[src/rtl/uart_pkg.sv]
// Shared UART definitions: FSM encoding, divisor defaults and parity select.
package uart_pkg;

    localparam int UBRR_W   = 12;
    localparam int UBRR_RST = 868;   // 115200 baud at 100 MHz

    localparam logic PAR_EVEN = 1'b0;
    localparam logic PAR_ODD  = 1'b1;

    typedef enum logic [2:0] {
        ST_IDLE   = 3'd0,
        ST_START  = 3'd1,
        ST_DATA   = 3'd2,
        ST_PARITY = 3'd3,
        ST_STOP   = 3'd4
    } tx_state_e;

    // Parity bit for a data byte; odd parity inverts the even result.
    function automatic logic parity_bit(input logic [7:0] d, input logic odd);
        return (^d) ^ (odd == PAR_ODD);
    endfunction

endpackage

[src/rtl/uart_tx_ctrl_if.sv]
// Byte handshake between a producer and the UART transmit controller.
interface uart_tx_ctrl_if;
    logic       tx_valid;
    logic [7:0] tx_data;
    logic       tx_ready;

    modport master (output tx_valid, output tx_data, input  tx_ready);
    modport slave  (input  tx_valid, input  tx_data, output tx_ready);
endinterface

[src/rtl/uart_tx_fifo.sv]
// Small synchronous FIFO; simultaneous push and pop are both honoured.
module uart_tx_fifo #(
    parameter int DEPTH = 4,
    parameter int WIDTH = 8
) (
    input  logic             clk,
    input  logic             rst,
    input  logic             push,
    input  logic [WIDTH-1:0] wdata,
    input  logic             pop,
    output logic [WIDTH-1:0] rdata,
    output logic             full,
    output logic             empty
);
    localparam int AW = (DEPTH > 1) ? $clog2(DEPTH) : 1;

    logic [WIDTH-1:0] mem_q [DEPTH];
    logic [AW-1:0]    wr_ptr_q, rd_ptr_q;
    logic [AW:0]      cnt_q;
    logic             do_push, do_pop;

    assign do_push = push && !full;
    assign do_pop  = pop && !empty;
    assign full    = (cnt_q == (AW+1)'(DEPTH));
    assign empty   = (cnt_q == '0);
    assign rdata   = mem_q[rd_ptr_q];

    // Storage array; contents are don't-care until written.
    always_ff @(posedge clk) begin
        if (do_push) mem_q[wr_ptr_q] <= wdata;
    end

    // Pointers wrap naturally because DEPTH is a power of two.
    always_ff @(posedge clk or negedge rst) begin
        if (!rst) begin
            wr_ptr_q <= '0;
            rd_ptr_q <= '0;
            cnt_q    <= '0;
        end else begin
            if (do_push) wr_ptr_q <= wr_ptr_q + 1'b1;
            if (do_pop)  rd_ptr_q <= rd_ptr_q + 1'b1;
            case ({do_push, do_pop})
                2'b10:   cnt_q <= cnt_q + 1'b1;
                2'b01:   cnt_q <= cnt_q - 1'b1;
                default: cnt_q <= cnt_q;
            endcase
        end
    end

endmodule

[src/rtl/uart_tx_ctrl.sv]
// UART transmit controller: FIFO-buffered 8N1/8E1/8O1 framing, one bit per
// baud_tick, with divisor changes deferred until the line is idle.
module uart_tx_ctrl #(
    parameter int FIFO_DEPTH = 4,
    parameter int UBRR_W     = uart_pkg::UBRR_W,
    parameter int UBRR_RST   = uart_pkg::UBRR_RST
) (
    input  logic              clk,
    input  logic              rst,
    input  logic              baud_tick,
    uart_tx_ctrl_if.slave     tx,
    input  logic              parity_en,
    input  logic              parity_odd,
    input  logic              ubrr_wr,
    input  logic [UBRR_W-1:0] ubrr_wdata,
    output logic [UBRR_W-1:0] ubrr,
    output logic              ubrr_load,
    output logic              ubrr_pending,
    output logic              txd,
    output logic              busy
);
    import uart_pkg::*;

    tx_state_e         state_q;
    logic [7:0]        shift_q;
    logic [2:0]        bit_cnt_q;
    logic              par_en_q, par_bit_q;
    logic              txd_q;
    logic [UBRR_W-1:0] ubrr_q, pend_val_q;
    logic              pend_q, load_q;

    logic              fifo_full, fifo_empty, fifo_pop;
    logic [7:0]        fifo_rdata;

    // A frame may start from IDLE or chain from STOP, never while a divisor waits.
    assign fifo_pop = baud_tick && !fifo_empty && !pend_q &&
                      (state_q == ST_IDLE || state_q == ST_STOP);

    uart_tx_fifo #(.DEPTH(FIFO_DEPTH), .WIDTH(8)) u_fifo (
        .clk   (clk),
        .rst   (rst),
        .push  (tx.tx_valid),
        .wdata (tx.tx_data),
        .pop   (fifo_pop),
        .rdata (fifo_rdata),
        .full  (fifo_full),
        .empty (fifo_empty)
    );

    // Full is a pure function of the FIFO count register, so ready has no input path.
    assign tx.tx_ready   = !fifo_full;
    assign txd           = txd_q;
    assign ubrr          = ubrr_q;
    assign ubrr_load     = load_q;
    assign ubrr_pending  = pend_q;
    assign busy          = (state_q != ST_IDLE) || !fifo_empty;

    // Frame sequencer: txd is registered and changes on the edge that consumes a tick.
    always_ff @(posedge clk or negedge rst) begin
        if (!rst) begin
            state_q   <= ST_IDLE;
            shift_q   <= '0;
            bit_cnt_q <= '0;
            par_en_q  <= 1'b0;
            par_bit_q <= 1'b0;
            txd_q     <= 1'b1;
        end else begin
            unique case (state_q)
                ST_IDLE, ST_STOP: begin
                    if (fifo_pop) begin
                        // Parity is computed up front so config changes mid-frame are ignored.
                        shift_q   <= fifo_rdata;
                        par_en_q  <= parity_en;
                        par_bit_q <= parity_bit(fifo_rdata, parity_odd);
                        txd_q     <= 1'b0;
                        state_q   <= ST_START;
                    end else if (baud_tick && state_q == ST_STOP) begin
                        txd_q   <= 1'b1;
                        state_q <= ST_IDLE;
                    end
                end
                ST_START: begin
                    if (baud_tick) begin
                        bit_cnt_q <= '0;
                        txd_q     <= shift_q[0];
                        state_q   <= ST_DATA;
                    end
                end
                ST_DATA: begin
                    if (baud_tick) begin
                        shift_q   <= shift_q >> 1;
                        bit_cnt_q <= bit_cnt_q + 1'b1;
                        if (bit_cnt_q == 3'd7) begin
                            if (par_en_q) begin
                                txd_q   <= par_bit_q;
                                state_q <= ST_PARITY;
                            end else begin
                                txd_q   <= 1'b1;
                                state_q <= ST_STOP;
                            end
                        end else begin
                            txd_q <= shift_q[1];
                        end
                    end
                end
                ST_PARITY: begin
                    if (baud_tick) begin
                        txd_q   <= 1'b1;
                        state_q <= ST_STOP;
                    end
                end
                default: begin
                    txd_q   <= 1'b1;
                    state_q <= ST_IDLE;
                end
            endcase
        end
    end

    // Divisor register: last write wins; apply only in IDLE, and a write in the
    // apply cycle keeps the new value pending instead.
    always_ff @(posedge clk or negedge rst) begin
        if (!rst) begin
            ubrr_q     <= UBRR_W'(UBRR_RST);
            pend_val_q <= '0;
            pend_q     <= 1'b0;
            load_q     <= 1'b0;
        end else begin
            load_q <= 1'b0;
            if (ubrr_wr) begin
                pend_val_q <= ubrr_wdata;
                pend_q     <= 1'b1;
            end else if (pend_q && state_q == ST_IDLE) begin
                ubrr_q <= pend_val_q;
                load_q <= 1'b1;
                pend_q <= 1'b0;
            end
        end
    end

endmodule

[src/flat_wrapper.sv]
// flat-port wrapper written by rule: the top's interface ports become plain ports
module uart_tx_ctrl_flat import uart_pkg::*;
#(
    parameter int FIFO_DEPTH = 4,
    parameter int UBRR_W     = uart_pkg::UBRR_W,
    parameter int UBRR_RST   = uart_pkg::UBRR_RST
)
  (clk, rst, baud_tick, parity_en, parity_odd, ubrr_wr, ubrr_wdata, ubrr, ubrr_load, ubrr_pending, txd, busy, tx_tx_valid, tx_tx_data, tx_tx_ready);
  uart_tx_ctrl_if tx_i ();
  input  logic clk;
  input  logic rst;
  input  logic baud_tick;
  input  logic parity_en;
  input  logic parity_odd;
  input  logic ubrr_wr;
  input  logic [UBRR_W-1:0] ubrr_wdata;
  output logic [UBRR_W-1:0] ubrr;
  output logic ubrr_load;
  output logic ubrr_pending;
  output logic txd;
  output logic busy;
  input wire logic [$bits(tx_i.tx_valid)-1:0] tx_tx_valid;
  input wire logic [$bits(tx_i.tx_data)-1:0] tx_tx_data;
  output wire logic [$bits(tx_i.tx_ready)-1:0] tx_tx_ready;
  assign tx_i.tx_valid = tx_tx_valid;
  assign tx_i.tx_data = tx_tx_data;
  assign tx_tx_ready = tx_i.tx_ready;
  uart_tx_ctrl #(.FIFO_DEPTH(FIFO_DEPTH), .UBRR_W(UBRR_W), .UBRR_RST(UBRR_RST)) u_core (.clk(clk), .rst(rst), .baud_tick(baud_tick), .tx(tx_i), .parity_en(parity_en), .parity_odd(parity_odd), .ubrr_wr(ubrr_wr), .ubrr_wdata(ubrr_wdata), .ubrr(ubrr), .ubrr_load(ubrr_load), .ubrr_pending(ubrr_pending), .txd(txd), .busy(busy));
endmodule
[config.mk]
export PLATFORM = sky130hd
export DESIGN_NAME = uart_tx_ctrl_flat
export DESIGN_NICKNAME = d
export VERILOG_FILES = /design/src/rtl/uart_pkg.sv /design/src/rtl/uart_tx_ctrl_if.sv /design/src/rtl/uart_tx_fifo.sv /design/src/rtl/uart_tx_ctrl.sv /design/src/flat_wrapper.sv
export SDC_FILE = /design/constraint.sdc
export NUM_CORES = 1
export LEC_CHECK = 0
export BUFFER_PORTS_ARGS = -buffer_cell sky130_fd_sc_hd__buf_4
export CORE_UTILIZATION = 35
export CTS_BUF_LIST = sky130_fd_sc_hd__clkbuf_16
export CTS_CLUSTER_DIAMETER = 200
export DETAILED_ROUTE_END_ITERATION = 10
export GPL_TIMING_DRIVEN = 1
export REMOVE_ABC_BUFFERS = 1
export SLEW_MARGIN = 0
export SYNTH_ARGS = -nofsm -noshare
export SYNTH_HDL_FRONTEND = slang
export SYNTH_SLANG_ARGS = --single-unit
[constraint.sdc]
create_clock -name clk -period 3.19 [get_ports clk]
set_input_delay 0.7975 -clock clk [delete_from_list [all_inputs] [get_ports clk]]
set_output_delay 0.7975 -clock clk [all_outputs]
set_load 0.02 [all_outputs]
==> results.md <==
* Max-slew headroom at 59.59%
* Port Buffer Count at 43
* Root buffer cell: clkbuf_16
* Final Critical Period at roughly 2.6 ns
* Reg-to-reg endpoint: u_core.u_fifo.cnt_q[2]
* Met2 usage at 20.17%
* Fin Hold WS at 0.4855 ns
* Core Area at between 0.009 and 0.01 mm^2
* Via total after detailed routing at between 2k and 2.5k
* Fin nets at between 300 and 400
* Aggregate global-route resource usage at 12.73%
* Residual DRC count at 0
* Largest net degree at the start of global routing at between 50 and 60
* Syn. warnings at 0
* Hold Vio Cnt, Final at 0
* Hold Buf Count CTS at 0
* Min-delay worst type: in -> async
* FMAX at ~380 MHz
* Pleak at between 1.5 and 2 nW
* Critical Path Start Type: register
* Primary FF master, synth: dfrtp_1
* Top delay family on crit path: simple AND/OR/NAND/NOR gates
* RePlAce Congestion at 0.8148
* Routing usage on met3 at around 3.2%
* Grt total ovfl at 0
* Sequential cell area at ~0.0022 mm^2
* Post-CTS sizing at 0
* GRT Max-Usage Layer: met2
* FF+latch count, synth at between 80 and 90
* Power per cell area at 989.3 mW/mm^2
* Final core utilization at 43.36%
* Maxcap violations at 0
* Pwr Total at 4.154 mW
* Clock Path Buffers at 2
* Post-synth ARST share at between 60% and 70%
* Number of cells on the critical path at 9
* CTS sink count at 82
* Fill cells at 880
* CP max stage cell: or4b_1
* Iteration-0 DRC Markers at 70
* WP buf/inv at 2
* Antenna-violating nets left at 0
* Die W at about 100 um
* Worst Tran Pin Value at ~0.6 ns
* Mean Syn Cell Area at 14.49 um^2
* Cells along the critical path: or2_1 > or4b_1 > inv_1 > ha_1 > inv_1 > fa_1 > xor2_1 > nor2_1 > xor2_1
* Arr. time, crit path at around 2.9 ns
* CTS Buf Count at 9
* VDD IR-drop max at between 400 and 500 uV
* Via/cell ratio at 4.754
* Latest clock arrival within the worst-skew pair at about 0.33 ns
* Post-CTS Setup Bufs at 0
* Die Y at roughly 100 um
* Clock slew at reported path FFs at 0.06 ns
* I/O pin total at between 40 and 50
* Highest cell delay on the worst timing path at 0.50 ns
* Number of flops mapped to enable cells by yosys at 32
* Final count of pins violating max slew at 0
* Layout area overhead at 20.72%
* Fin crit share at 82.27%
* Die footprint at ~0.010 mm^2
* Number of global-route vias before repair at around 2.0k
* Initial antenna violation count at 0
* Setup TNS Final at 0 ns
* FF-to-FF setup slack at around 0.57 ns
* Area of the multi-input gates at 0.001155 mm^2
* Share of cells above drive strength 1 at between 30% and 40%
* TritonRoute pass-1 iters at 4
* Routed WL at roughly 6000 um
* Status: completed
* # setup viols final at 0
* Reg2reg path depth at 9
* Row count at 36
* Worst Path Required at approximately 3.4 ns
* ANT cells at 0
* H-tree Lvls at 3
* Starting Density at 35.92%
* Clk_skew at 0.007143 ns
* First-pass GRT wire length at 9784 um
* Crit Path Class: reg -> reg
* Sequential fraction of the synthesis area at about 64%
* Hpwl dp at between 4000 and 5000 um
* Wire length per cell at 14.08 um
* Met1 Usage GRT at 16.07%
* CTS tree: built
* Worst-path maximum fanout at 9
* Crit path capture type: register
* Synth cell types at 43
* Worst r2r src: u_core.state_q[1]
* Post-Synthesis Cells at 240
* Cell Area, Synth at about 0.0035 mm^2
* RSZ-0062 raised after global routing: no
==> layout by cell type (no fill, tap or decap), types with 2 or more instances in the layout <==
cell	count
a21oi_1	4
a22oi_1	2
and2_1	2
and3_1	4
buf_4	44
clkbuf_16	9
clkinv_1	2
clkinvlp_4	2
dfrtp_1	44
dfstp_2	6
edfxtp_1	32
ha_1	7
inv_1	12
mux2_2	25
mux4_1	4
mux4_2	4
nand2_1	18
nand3_1	4
nor2_1	18
o21ai_0	6
o22ai_1	8
xnor2_1	7
xor2_1	5
==> report_power, final <==
| group | internal, mW | leakage (nW) | total, mW | switching (mW) |
|---|---|---|---|---|
| registers | 1.47 | 0.880 | 1.71 | 0.237 |
| logic | 0.741 | 0.727 | 1.47 | 0.732 |
| clock network | 0.596 | 0.138 | 0.976 | 0.381 |
==> registers in the layout, indices dropped and copies added, names as in the netlist <==
name,flops
u_core.u_fifo.mem_q,32
u_core.pend_val_q,12
u_core.ubrr,12
u_core.shift_q,8
u_core.bit_cnt_q,3
u_core.state_q,3
u_core.u_fifo.cnt_q,3
u_core.u_fifo.rd_ptr_q,2
u_core.u_fifo.wr_ptr_q,2
u_core.par_bit_q,1
u_core.par_en_q,1
u_core.txd,1
u_core.ubrr_load,1
u_core.ubrr_pending,1
==> metal layers <==
layer	up-vias	part of all wire [%]
li1	959	-
met1	1020	44
met2	23	52
met3	9	2.3
met4	0	2.0
met5	-	0
==> stage by stage <==
step	std cells	worst slack [ns]	cell area, um^2
3_3_place_gp	407	0.5540	3913
6_report	423	0.5657	4199
2_1_floorplan	230	0.4924	3416
3_5_place_dp	407	0.4999	3913
4_1_cts	423	0.5643	4199
5_1_grt	423	0.3898	4199
==> cell type report <==
type / instances / area share, %
clock inverters: 7 / 1.460
well taps: 133 / 3.963
flip-flops and latches: 82 / 52.86
repair buffers: 44 / 7.867
multi-input cells: 137 / 27.50
clock buffers: 9 / 5.364
inverters: 11 / 0.9833
==> synth_stat cells, types with 2 or more instances <==
| master | count | area share (%) |
|---|---|---|
| mux2_2 | 25 | 8.1 |
| mux4_1 | 4 | 3.0 |
| xnor2_1 | 7 | 1.8 |
| mux4_2 | 4 | 2.6 |
| a22oi_1 | 2 | 0.43 |
| edfxtp_1 | 32 | 28 |
| dfstp_2 | 6 | 4.5 |
| dfrtp_1 | 44 | 32 |
| buf_2 | 3 | 0.43 |
| o21ai_0 | 6 | 0.86 |
| and2_1 | 2 | 0.36 |
| ha_1 | 7 | 2.5 |
| nand2_1 | 18 | 1.9 |
| clkbuf_1 | 4 | 0.43 |
| nor2_1 | 18 | 1.9 |
| inv_1 | 11 | 1.2 |
| a21oi_1 | 4 | 0.58 |
| o22ai_1 | 8 | 1.4 |
| xor2_1 | 5 | 1.3 |
| and3_1 | 4 | 0.72 |
| nand3_1 | 4 | 0.58 |
==> kinds of logic (layout without fill, tap and decap cells) <==
group | count (synthesis) | count (layout) | share of synthesized area (%)
buffers and inverters | 21 | 71 | 2.985
AO/OA/AOI/OAI | 28 | 28 | 5.036
multiplexers | 34 | 34 | 13.99
flip-flops | 82 | 82 | 63.81
XOR/XNOR | 14 | 14 | 4.137
adder cells (fa/ha/maj) | 8 | 8 | 3.093
AND/OR/NAND/NOR | 53 | 53 | 6.942
==> worst max-delay path by stage <==
stage / start / to
global placement: baud_tick / u_core.u_fifo.cnt_q[2]
CTS: u_core.state_q[1] / u_core.u_fifo.cnt_q[2]
detailed placement: baud_tick / u_core.u_fifo.cnt_q[2]
global route: u_core.state_q[1] / u_core.u_fifo.cnt_q[2]
finish: u_core.state_q[1] / u_core.u_fifo.cnt_q[2]
floorplan: baud_tick / u_core.u_fifo.cnt_q[2]
(Power assumes the default switching activity.)
